$ cat config.mk
export PLATFORM = sky130hd
export DESIGN_NAME = booth_seq_mult
export DESIGN_NICKNAME = d
export VERILOG_FILES = /design/src/rtl/booth_seq_mult.sv
export SDC_FILE = /design/constraint.sdc
export NUM_CORES = 1
export LEC_CHECK = 0
export CAP_MARGIN = 5
export CELL_PAD_IN_SITES_DETAIL_PLACEMENT = 0
export CELL_PAD_IN_SITES_GLOBAL_PLACEMENT = 1
export CORE_MARGIN = 1
export CORE_UTILIZATION = 35
export CTS_CLUSTER_SIZE = 30
export DETAILED_ROUTE_END_ITERATION = 12
export PLACE_DENSITY_LB_ADDON = 0.1
export RECOVER_POWER = 50
export SYNTH_ARGS = -nofsm -noshare
export SYNTH_HDL_FRONTEND = slang
export SYNTH_SLANG_ARGS = --single-unit
$ cat constraint.sdc
create_clock -name clk_i -period 9 [get_ports clk_i]
set_input_delay 1.8 -clock clk_i [delete_from_list [all_inputs] [get_ports clk_i]]
set_output_delay 1.8 -clock clk_i [all_outputs]
set_load 0.01 [all_outputs]
$ cat src/rtl/booth_seq_mult.sv
// Iterative signed radix-4 Booth multiplier, one recoded digit per clock.
// Optional early termination when BOOTH_SEQ_MULT_EARLY_TERM_EN is defined.

module booth_recoder (
  input  logic [2:0] triple,
  output logic       negate,
  output logic       zero,
  output logic       shift
);
  assign negate = triple[2];
  assign zero   = (triple == 3'b000) || (triple == 3'b111);
  assign shift  = (triple == 3'b011) || (triple == 3'b100);
endmodule

module booth_seq_mult #(
  parameter int WIDTH = 32,
  parameter int CNT_W = $clog2(WIDTH/2) + 1
) (
  input  logic                 clk_i,
  input  logic                 rst_i,
  input  logic                 in_valid_i,
  output logic                 in_ready_o,
  input  logic [WIDTH-1:0]     multiplicand_i,
  input  logic [WIDTH-1:0]     multiplier_i,
  output logic                 out_valid_o,
  input  logic                 out_ready_i,
  output logic [2*WIDTH-1:0]   product_o,
  output logic                 busy_o
);

  typedef enum logic [1:0] {IDLE, BUSY, DONE} state_t;

  state_t               state_reg, state_next;
  logic [2*WIDTH-1:0]   mcand_reg;
  logic [WIDTH:0]       mplier_reg;
  logic [2*WIDTH-1:0]   acc_reg;
  logic [2*WIDTH-1:0]   product_reg;
  logic [CNT_W-1:0]     cnt_reg;

  logic                 dig_neg, dig_zero, dig_shift;
  logic [2*WIDTH-1:0]   pp_mag, pp, acc_next;
  logic                 last_digit;

  booth_recoder u_recoder (
    .triple (mplier_reg[2:0]),
    .negate (dig_neg),
    .zero   (dig_zero),
    .shift  (dig_shift)
  );

  always_comb begin
    pp_mag = '0;
    if (!dig_zero)
      pp_mag = dig_shift ? (mcand_reg << 1) : mcand_reg;
    pp       = dig_neg ? (~pp_mag + 1'b1) : pp_mag;
    acc_next = acc_reg + pp;
  end

`ifdef BOOTH_SEQ_MULT_EARLY_TERM_EN
  // Bits above the current triple all equal the sign: every later digit is zero.
  logic [WIDTH-2:0] rest_bits;
  logic             rest_trivial;
  assign rest_bits    = mplier_reg[WIDTH:2];
  assign rest_trivial = (~|rest_bits) || (&rest_bits);
  assign last_digit   = rest_trivial || (cnt_reg == CNT_W'(WIDTH/2 - 1));
`else
  assign last_digit   = (cnt_reg == CNT_W'(WIDTH/2 - 1));
`endif

  always_ff @(posedge clk_i or posedge rst_i) begin
    if (rst_i)
      state_reg <= IDLE;
    else
      state_reg <= state_next;
  end

  always_comb begin
    state_next = state_reg;
    case (state_reg)
      IDLE:    if (in_valid_i) state_next = BUSY;
      BUSY:    if (last_digit) state_next = DONE;
      DONE:    if (out_ready_i) state_next = IDLE;
      default: state_next = IDLE;
    endcase
  end

  always_comb begin
    in_ready_o  = (state_reg == IDLE);
    busy_o      = (state_reg == BUSY);
    out_valid_o = (state_reg == DONE);
    product_o   = product_reg;
  end

  always_ff @(posedge clk_i or posedge rst_i) begin
    if (rst_i) begin
      mcand_reg   <= '0;
      mplier_reg  <= '0;
      acc_reg     <= '0;
      cnt_reg     <= '0;
      product_reg <= '0;
    end else begin
      case (state_reg)
        IDLE: if (in_valid_i) begin
          mcand_reg  <= {{WIDTH{multiplicand_i[WIDTH-1]}}, multiplicand_i};
          mplier_reg <= {multiplier_i, 1'b0};
          acc_reg    <= '0;
          cnt_reg    <= '0;
        end
        BUSY: begin
          acc_reg    <= acc_next;
          mcand_reg  <= mcand_reg << 2;
          mplier_reg <= {{2{mplier_reg[WIDTH]}}, mplier_reg[WIDTH:2]};
          cnt_reg    <= cnt_reg + 1'b1;
          if (last_digit)
            product_reg <= acc_next;
        end
        default: ;
      endcase
    end
  end

endmodule

==> metrics.md <==
| Metric | Value |
|---|---|
| Status | `complete, but fails checks` |
| Failing checks | `capacitance limit, slew limit` |
| Resized Gates After CTS | `0` |
| RSZ-0062 raised after global routing | `no` |
| Fmax | `between 0.1 and 0.15 GHz` |
| Largest net degree at the start of global routing | `126` |
| Post-detailed-routing wire length | `58,440 µm` |
| Chip Height | `around 220 µm` |
| P&R area growth vs syn | `15.30%` |
| Total negative slack | `0 ns` |
| Starting DRT DRC Count | `1,241` |
| Die ar. | `approximately 50,000 µm²` |
| Antenna fix cells | `0` |
| Worst EP arrival | `between 7 and 8 ns` |
| Post-synth EDFFs | `0` |
| Final non-filler cell total | `2,787` |
| Hold-fix buffers, CTS | `0` |
| CTS tree | `done` |
| First-pass GRT wire length | `91,960 µm` |
| Cell taking the most area after synthesis | `dfrtp_1` |
| Synthesized area | `17,260 µm²` |
| Top delay family on crit path | `compound AO/OA/AOI/OAI gates` |
| # setup viols final | `0` |
| Startpoint Class | `flop` |
| Initial Utilization | `a little over a third` |
| Top post-synthesis cells by area | `dfrtp_1, nand2_1, a21oi_1, ha_1, o21ai_0` |
| Tcrit/Tclk final | `79.37%` |
| Worst hold path class | `flop to flop` |
| Crit path time final | `7.143 ns` |
| Commonest non-fill, non-tap cells in the layout | `nand2_1, dfrtp_1, a21oi_1` |
| Register area share after synthesis | `roughly 34%` |
| Slew Limit Fails | `296` |
| Post-route ant nets | `0` |
| Post-Synth Adder-Cell Area | `5.914%` |
| Commonest non-fill, non-tap cell in the layout | `nand2_1` |
| CTS buffer count | `28` |
| Compound-Gate Fraction of Synth Area | `29.14%` |
| First-pass iteration count of the detailed router | `5` |
| Req. time, crit path | `about 9.5 ns` |
| Clk_skew | `~0.0083 ns` |
| Post-DP HPWL | `41,140 µm` |
| CP max stage cell | `dfrtp_2` |
| Initial antenna violation count | `0` |
| Post-Synthesis Cells | `2,084` |
| Dominant synthesized flop cell | `dfrtp_1` |
| Vias per inst | `5.703` |
| Port bufs | `~130` |
| Netlist cell types | `85` |
| Setup crit end kind | `flop` |
| Drt wl/cell | `20.97 µm` |
| RePlAce Congestion | `0.8835` |
| Layout filler cell count | `4,970` |
| Post-synthesis simple-gate area fraction | `about 18%` |
| Residual DRC | `0` |
| Post-synthesis xor/xnor area fraction | `5.225%` |
| CTS sink cnt | `232` |
| Crit Path Max Fanout | `29` |
| Die Width | `224.1 µm` |
| Largest family of logic cells by synthesized area | `compound AO/OA/AOI/OAI gates` |
| Max Cap Viol | `4` |
| DP Area | `18,990 µm²` |
| Placed Cells | `2,736` |
| Worst rel slew slack | `-232.2%` |
| Clk root buf | `clkbuf_16` |
| Clk_lat worst skew | `0.58 ns` |
| Syn Area/Cell | `8.284 µm²` |
| Worst-path clk slew | `about 0.060 ns` |
| Tightest Pin Transition | `between 4 and 5 ns` |
| Vias in the first global route | `15,280` |
| Postcts setup bufs | `0` |
| Ys Warns | `0` |
| Final Hold Fails | `0` |
| FP Rows | `81` |
| Htree depth | `1` |
| Max incr delay on CP | `~0.70 ns` |
| Finished Cell Area | `about 20,000 µm²` |
| Core area | `48,750 µm²` |
| Deepest clock path buffer count | `3` |
| GR Overflow Total | `0` |
| Finished Core Util | `between 40% and 50%` |
| CP most frequent cell | `nand2_1` |
| Gr usage total | `a little under a quarter` |
| DR vias | `approximately 16,000` |
| Synth Net Count | `~2,200` |
| Share of post-route cells with drive strength above 1 | `6.783%` |
| I/O pin cnt | `135` |
| Buffers plus inverters on the worst setup path | `1` |
| Yosys reg bits | `between 200 and 250` |
| Net count reported at finish | `2,251` |
| Post-synthesis mux area share | `3.261%` |
| Top-area cell type share of the netlist area | `33.63%` |
| Ys async rst share | `100.0%` |
| Crit Path Class | `flop to flop` |
layout make-up:
type	count	area [µm²]	area share, %
clock buffers	37	794.5	3.991
repair buffers	162	1544	7.757
flip-flops and latches	232	5812	29.20
well taps	664	830.8	4.174
clock inverters	14	143.9	0.7229
multi-input cells	1634	10610	53.32
inverters	44	167.7	0.8423
layer usage:
metal	up-vias	routed length, µm	track usage [%]
li1	7648	-	-
met1	7706	28930	34.79
met2	479	24840	34.38
met3	62	3524	3.686
met4	0	1142	5.568
met5	-	0	0
path summary, 6_finish.rpt:
kind,from,cells after the start,slack (ns),to
worst max register to register,mplier_reg[2]$_DFFE_PP0P_,25,1.86,product_o[54]$_DFFE_PP0P_
worst min register to register,product_o[7]$_DFFE_PP0P_,2,0.47,product_o[7]$_DFFE_PP0P_
max in group asynchronous,rst_i,2,3.53,product_o[50]$_DFFE_PP0P_
min in group asynchronous,rst_i,2,3.17,mcand_reg[0]$_DFFE_PP0P_
worst min-delay path,product_o[7]$_DFFE_PP0P_,2,0.47,product_o[7]$_DFFE_PP0P_
worst max-delay path,mplier_reg[2]$_DFFE_PP0P_,25,1.86,product_o[54]$_DFFE_PP0P_
metrics by stage:
stage | hold slack, ns | worst slack [ns]
finish | 0.4718 | 1.857
CTS | 0.4784 | 1.854
global placement | 0.4566 | 2.165
detailed placement | 0.4627 | 1.886
global route | 0.5008 | 1.125
floorplan | 0.4498 | 0.8387
cell families after synthesis:
logic type / count (synthesis)
compound gates: 768
simple gates: 630
flops: 232
buf+inv: 218
xor+xnor: 103
fa+ha+maj: 81
mux: 52
Yosys cell counts, drive strengths merged, types with 32 or more instances:
cell type,instances
xnor2,73
a221o,40
a21o,47
nor2b,32
and3b,33
nand2,314
inv,43
a21oi,205
dfrtp,232
a22oi,42
nor2,78
buf,36
ha,80
o21ai,199
a22o,54
nand3,41
clkbuf,138
worst min-delay path: cells and delay by family (launching register included):
kind | cells | cell delay [ns]
flops | 1 | 0.34
simple gates | 2 | 0.10
Power is left out: the tool's default activity adds up to more than one toggle a clock period on the data nets, which glitch-free logic cannot reach.
